File: src/rtl/spi_pkg.sv
`default_nettype none
// ------------------------------------------------------------------
// spi_pkg : shared state type and code conversion for SPI converters
// Rev 1.0
// ------------------------------------------------------------------
package spi_pkg;

  typedef enum logic [2:0] {
    IDLE     = 3'd0,
    CONV     = 3'd1,
    CLK_HIGH = 3'd2,
    CLK_LOW  = 3'd3,
    DONE     = 3'd4
  } adc_state_t;

  localparam logic [31:0] OFFSET_MSB_MASK = 32'h8000_0000;

  // Flips bit (width-1) so an offset-binary code reads as two's complement.
  function automatic logic [31:0] offset_to_signed(input logic [31:0] word, input int width);
    return word ^ (OFFSET_MSB_MASK >> (32 - width));
  endfunction

endpackage
`default_nettype wire

File: src/rtl/spi_phase_timer.sv
`default_nettype none
// ------------------------------------------------------------------
// spi_phase_timer : loadable down-counter, done while the count is zero
// Rev 1.0
// ------------------------------------------------------------------
module spi_phase_timer #(
  parameter int W = 3
) (
  input  logic         clk_i,
  input  logic         reset_i,
  input  logic         load_i,
  input  logic [W-1:0] load_val_i,
  output logic         done_o
);

  logic [W-1:0] cnt_q;

  always_ff @(posedge clk_i or posedge reset_i) begin
    if (reset_i) begin
      cnt_q <= '0;
    end else if (load_i) begin
      cnt_q <= load_val_i;
    end else if (cnt_q != '0) begin
      cnt_q <= cnt_q - 1'b1;
    end
  end

  assign done_o = (cnt_q == '0);

endmodule
`default_nettype wire

File: src/rtl/adc_reader.sv
`default_nettype none
// ------------------------------------------------------------------
// adc_reader : SPI master reading one ADC word per start request
// Rev 1.0
// ------------------------------------------------------------------
module adc_reader
  import spi_pkg::*;
#(
  parameter int DATA_W        = 16,
  parameter int CLK_DIV       = 1,
  parameter int CONV_CYCLES   = 4,
  parameter bit OFFSET_BINARY = 1'b1
) (
  input  logic              clk_i,
  input  logic              reset_i,
  input  logic              start_i,
  output logic              is_idle_o,
  output logic [DATA_W-1:0] data_o,
  output logic              valid_o,
  output logic              spi_clk_o,
  input  logic              spi_miso_i,
  output logic              spi_cs_o
);

  localparam int CNT_MAX = (CLK_DIV > CONV_CYCLES) ? CLK_DIV : CONV_CYCLES;
  localparam int DIV_W   = $clog2(CNT_MAX + 1);
  localparam int BIT_W   = $clog2(DATA_W);

  localparam logic [DIV_W-1:0] CONV_LOAD = DIV_W'(CONV_CYCLES - 1);
  localparam logic [DIV_W-1:0] HALF_LOAD = DIV_W'(CLK_DIV - 1);
  localparam logic [BIT_W-1:0] LAST_BIT  = BIT_W'(DATA_W - 1);

  adc_state_t        state_q;
  logic              start_q;
  logic [BIT_W-1:0]  bit_cnt_q;
  logic [DATA_W-1:0] shift_q;
  logic [DATA_W-1:0] data_q;
  logic              cs_q;
  logic              sclk_q;
  logic              valid_q;
  logic              idle_q;

  logic              tmr_load;
  logic [DIV_W-1:0]  tmr_val;
  logic              tmr_done;
  logic [DATA_W-1:0] conv_word;

  spi_phase_timer #(.W(DIV_W)) u_timer (
    .clk_i      (clk_i),
    .reset_i    (reset_i),
    .load_i     (tmr_load),
    .load_val_i (tmr_val),
    .done_o     (tmr_done)
  );

  // Each phase reloads the timer on its final cycle for the phase that follows.
  always_comb begin
    tmr_load = 1'b1;
    tmr_val  = '0;
    case (state_q)
      IDLE:                    tmr_val = start_q ? CONV_LOAD : '0;
      CONV, CLK_HIGH, CLK_LOW: begin
        tmr_load = tmr_done;
        tmr_val  = HALF_LOAD;
      end
      default: ;
    endcase
  end

  generate
    if (OFFSET_BINARY) begin : g_offset
      assign conv_word = DATA_W'(offset_to_signed(32'(shift_q), DATA_W));
    end else begin : g_raw
      assign conv_word = shift_q;
    end
  endgenerate

  // start_i is registered before IDLE looks at it; DONE releases on the live level.
  always_ff @(posedge clk_i or posedge reset_i) begin
    if (reset_i) begin
      state_q   <= IDLE;
      start_q   <= 1'b0;
      bit_cnt_q <= '0;
      shift_q   <= '0;
      data_q    <= '0;
      cs_q      <= 1'b1;
      sclk_q    <= 1'b0;
      valid_q   <= 1'b0;
      idle_q    <= 1'b1;
    end else begin
      start_q <= start_i;
      valid_q <= 1'b0;
      case (state_q)
        IDLE: begin
          bit_cnt_q <= LAST_BIT;
          if (start_q) begin
            state_q <= CONV;
            cs_q    <= 1'b0;
            idle_q  <= 1'b0;
          end
        end
        CONV: begin
          if (tmr_done) begin
            state_q <= CLK_HIGH;
            sclk_q  <= 1'b1;
          end
        end
        CLK_HIGH: begin
          if (tmr_done) begin
            shift_q <= {shift_q[DATA_W-2:0], spi_miso_i};
            state_q <= CLK_LOW;
            sclk_q  <= 1'b0;
          end
        end
        CLK_LOW: begin
          if (tmr_done) begin
            if (bit_cnt_q != '0) begin
              bit_cnt_q <= bit_cnt_q - 1'b1;
              state_q   <= CLK_HIGH;
              sclk_q    <= 1'b1;
            end else begin
              state_q <= DONE;
              cs_q    <= 1'b1;
              data_q  <= conv_word;
              valid_q <= 1'b1;
            end
          end
        end
        DONE: begin
          if (!start_i) begin
            state_q <= IDLE;
            idle_q  <= 1'b1;
          end
        end
        default: begin
          state_q <= IDLE;
          cs_q    <= 1'b1;
          sclk_q  <= 1'b0;
          idle_q  <= 1'b1;
        end
      endcase
    end
  end

  assign is_idle_o = idle_q;
  assign data_o    = data_q;
  assign valid_o   = valid_q;
  assign spi_clk_o = sclk_q;
  assign spi_cs_o  = cs_q;

endmodule
`default_nettype wire

File: config.mk
export PLATFORM = sky130hd
export DESIGN_NAME = adc_reader
export DESIGN_NICKNAME = d
export VERILOG_FILES = /design/src/rtl/spi_pkg.sv /design/src/rtl/spi_phase_timer.sv /design/src/rtl/adc_reader.sv
export SDC_FILE = /design/constraint.sdc
export NUM_CORES = 1
export LEC_CHECK = 0
export BUFFER_PORTS_ARGS = -buffer_cell sky130_fd_sc_hd__buf_2
export CORE_ASPECT_RATIO = 1.1
export CORE_UTILIZATION = 40
export CTS_BUF_LIST = sky130_fd_sc_hd__clkbuf_4 sky130_fd_sc_hd__clkbuf_8
export DETAILED_ROUTE_END_ITERATION = 6
export SYNTH_ARGS = -nofsm -noshare
export SYNTH_HDL_FRONTEND = slang
export SYNTH_SLANG_ARGS = --single-unit
File: constraint.sdc
create_clock -name clk_i -period 2.9 [get_ports clk_i]
set_input_delay 0.58 -clock clk_i [delete_from_list [all_inputs] [get_ports clk_i]]
set_output_delay 0.58 -clock clk_i [all_outputs]
set_load 0.02 [all_outputs]
==> run summary <==
Worst R2R End: data_o[2]
Routed WL: 3190 um
core area: 4720 um2
Worst Max-Slew Pin Slew: 584 ps
GRT overflow: 0
biggest cell delay along the critical path: 660 ps
PwrDens: 768 nW/um2
FMAX: 465 MHz
Hold Buf Count CTS: 0
clk slew on worst S/H paths: 80 ps
RSZ-0062 raised after global routing: no
Synth Net Count: 154
CP Cell Sequence: inv_1 > ha_1 > or3b_4 > or4_4 > mux2_4
drt wl/cell: 13.8 um
Residual DRC: 0
die height: 75.9 um
Max VDD drop: 0.340 mV
Pre-antenna DRT Iters: 4
vias in the first global route: 1265
clock sink count: 47
CTS root buf: clkbuf_8
IO Count: 24
Hold Fails Final Rpt: 0
most frequent cell after synthesis: dfrtp_1
simple-gate share of the synthesized area: 9.07%
first-pass GRT wire length: 5680 um
initial antenna violation count: 0
min cycle time layout: 2150 ps
DRT iter0 DRCs: 75
Post-synth top cells: dfrtp_1, mux2_2, a21oi_1, inv_1
Starting Density: 42.1%
die area: 5250 um2
Avg Cell Area, Syn: 13.5 um2
DP HPWL: 2290 um
diode count: 0
maxcap violations: 0
top post-synthesis cells by area: dfrtp_1, mux2_2, mux2_4
Die Wd: 69.2 um
worst-skew pair later-pin latency: 290 ps
CP Max Fanout: 19
GRT Util Overall: 14.2%
FF-to-FF setup slack: 750 ps
outcome: completed
via count: 1182
register area share after synthesis: 59.4%
post-CTS setup buffer count: 0
Lkg Pwr: 1.17 nW
proportion of netlist area held by the largest area contributor: 56.7%
setup TNS: 0 ps
Post-Layout Cell Count: 232
Placer Congestion: 0.728
Seq cells post-synth: 47
Inst Count DP: 224
Worst setup EP type: register
Async S/R FF share, synth: 100%
Top FF cell, synth: dfrtp_1
Synth cell types: 31
post-synthesis compound-gate area fraction: 4.91%
largest family of logic cells by synthesized area: multiplexers
clk_skew: 8.83 ps
ratio of cells with drive above 1 in the final layout: 40.9%
CP arrival: 2330 ps
Ys Warns: 0
largest area contributor in the netlist: dfrtp_1
Mapped Area: 1990 um2
largest net degree at the start of global routing: 20
WP data required: 3080 ps
final setup violation count: 0
fin worst setup slack: 749 ps
Final ANT Viol Nets: 0
worst r2r src: bit_cnt_q[0]
crit path max-delay cell type: or4_4
Post-synth EDFFs: 0
post-synthesis mux area share: 20.7%
nets: 182
CP Class: register to register
instance count of the mapped netlist: 147
Final Max Tran Viols: 0
Area Overhead vs Synth: 13.5%
Crit path buffers/inverters: 1
Clock Path Buffers: 2
TritonCTS Buffers: 5
fillers: 427
post-DR vias/cell: 5.09
max_slew headroom: 60.9%
Max H-tree Level: 2
fin crit share: 74.2%
Place WS: 755 ps
CTS tree: done
Post-Synth XOR/XNOR Area: 0%
CP top delay family: simple AND/OR/NAND/NOR gates
CP Launch Type: register
row count: 26
number of port buffers: 23
worst hold-check path type: primary input to async pin
Post-Synth Adder-Cell Area: 1.89%
reg2reg path depth: 5
post_cts resized: 0
[through the flow]
step,instance area (um2),power (W),utilization (%),hold slack (ps)
2_1_floorplan,1990,0.00123,-,432
3_3_place_gp,2160,0.00132,45.8,449
3_5_place_dp,2160,0.00135,45.8,472
4_1_cts,2250,0.00176,47.8,270
5_1_grt,2250,0.00186,47.8,287
6_report,2250,0.00173,47.8,263
[worst register-to-register path, stage by stage (launching register included)]
cell,delay [ps]
dfrtp_1,420
inv_1,70
ha_1,150
or3b_4,390
or4_4,660
mux2_4,350
[logic make-up after synthesis]
kind of cell / count (synthesis)
AO/OA/AOI/OAI: 18
adder cells (fa/ha/maj): 3
buffers and inverters: 14
flip-flops: 47
multiplexers: 35
AND/OR/NAND/NOR: 30
[area by class of cell]
cell class / instances / area [um2] / share of cell area, %
multi-input cells: 86 / 736 / 32.6
clock inverters: 1 / 5.00 / 0.222
inverters: 8 / 30.0 / 1.33
well taps: 56 / 70.1 / 3.11
repair buffers: 27 / 145 / 6.44
flip-flops and latches: 47 / 1180 / 52.3
clock buffers: 7 / 90.1 / 4.00
[metal layers]
layer / global-route usage [%] / vias up / share of wire [%]
met5: 0 / - / 0
met4: 7.03 / 0 / 1.5
met3: 4.63 / 5 / 3.1
met2: 26.3 / 14 / 53
met1: 14.8 / 593 / 43
li1: - / 570 / -
[sequential cells by signal (all words and copies together), names as in the netlist]
signal,count
shift_q,16
state_q,3
u_timer.cnt_q,3
spi_cs_o,1
valid_o,1
start_q,1
spi_clk_o,1
bit_cnt_q,4
data_o,16
is_idle_o,1
[where the power goes]
part           internal [W]  total (W)  switching (W)
sequential         0.000778   0.000872      0.0000945
combinational      0.000232   0.000457       0.000225
clock              0.000202   0.000402       0.000201
total               0.00121    0.00173       0.000520
[cells in the final DEF, fill, tap and decap left out, types with 3 or more instances in the layout]
| cell type | netlist | final |
|---|---|---|
| buf_2 | 3 | 23 |
| nor3_1 | 3 | 3 |
| dfrtp_1 | 45 | 45 |
| or3_1 | 3 | 3 |
| nand2_1 | 5 | 5 |
| mux2i_1 | 4 | 4 |
| a21oi_1 | 8 | 8 |
| mux2_2 | 25 | 25 |
| nor2_1 | 6 | 6 |
| clkbuf_8 | 0 | 6 |
| inv_1 | 8 | 7 |
| mux2_4 | 6 | 6 |
| o21ai_0 | 6 | 6 |
| ha_1 | 3 | 3 |
| buf_4 | 0 | 4 |
[worst max path at each step]
stage | cells past startpoint | from | endpoint
after floorplan | 7 | bit_cnt_q[0] | data_o[0]
after global placement | 5 | bit_cnt_q[0] | data_o[3]
after detailed placement | 5 | bit_cnt_q[0] | data_o[0]
after CTS | 5 | bit_cnt_q[0] | data_o[3]
after global routing | 5 | bit_cnt_q[0] | data_o[3]
final | 5 | bit_cnt_q[0] | data_o[2]
No activity file was read; power rests on OpenSTA's default activity.
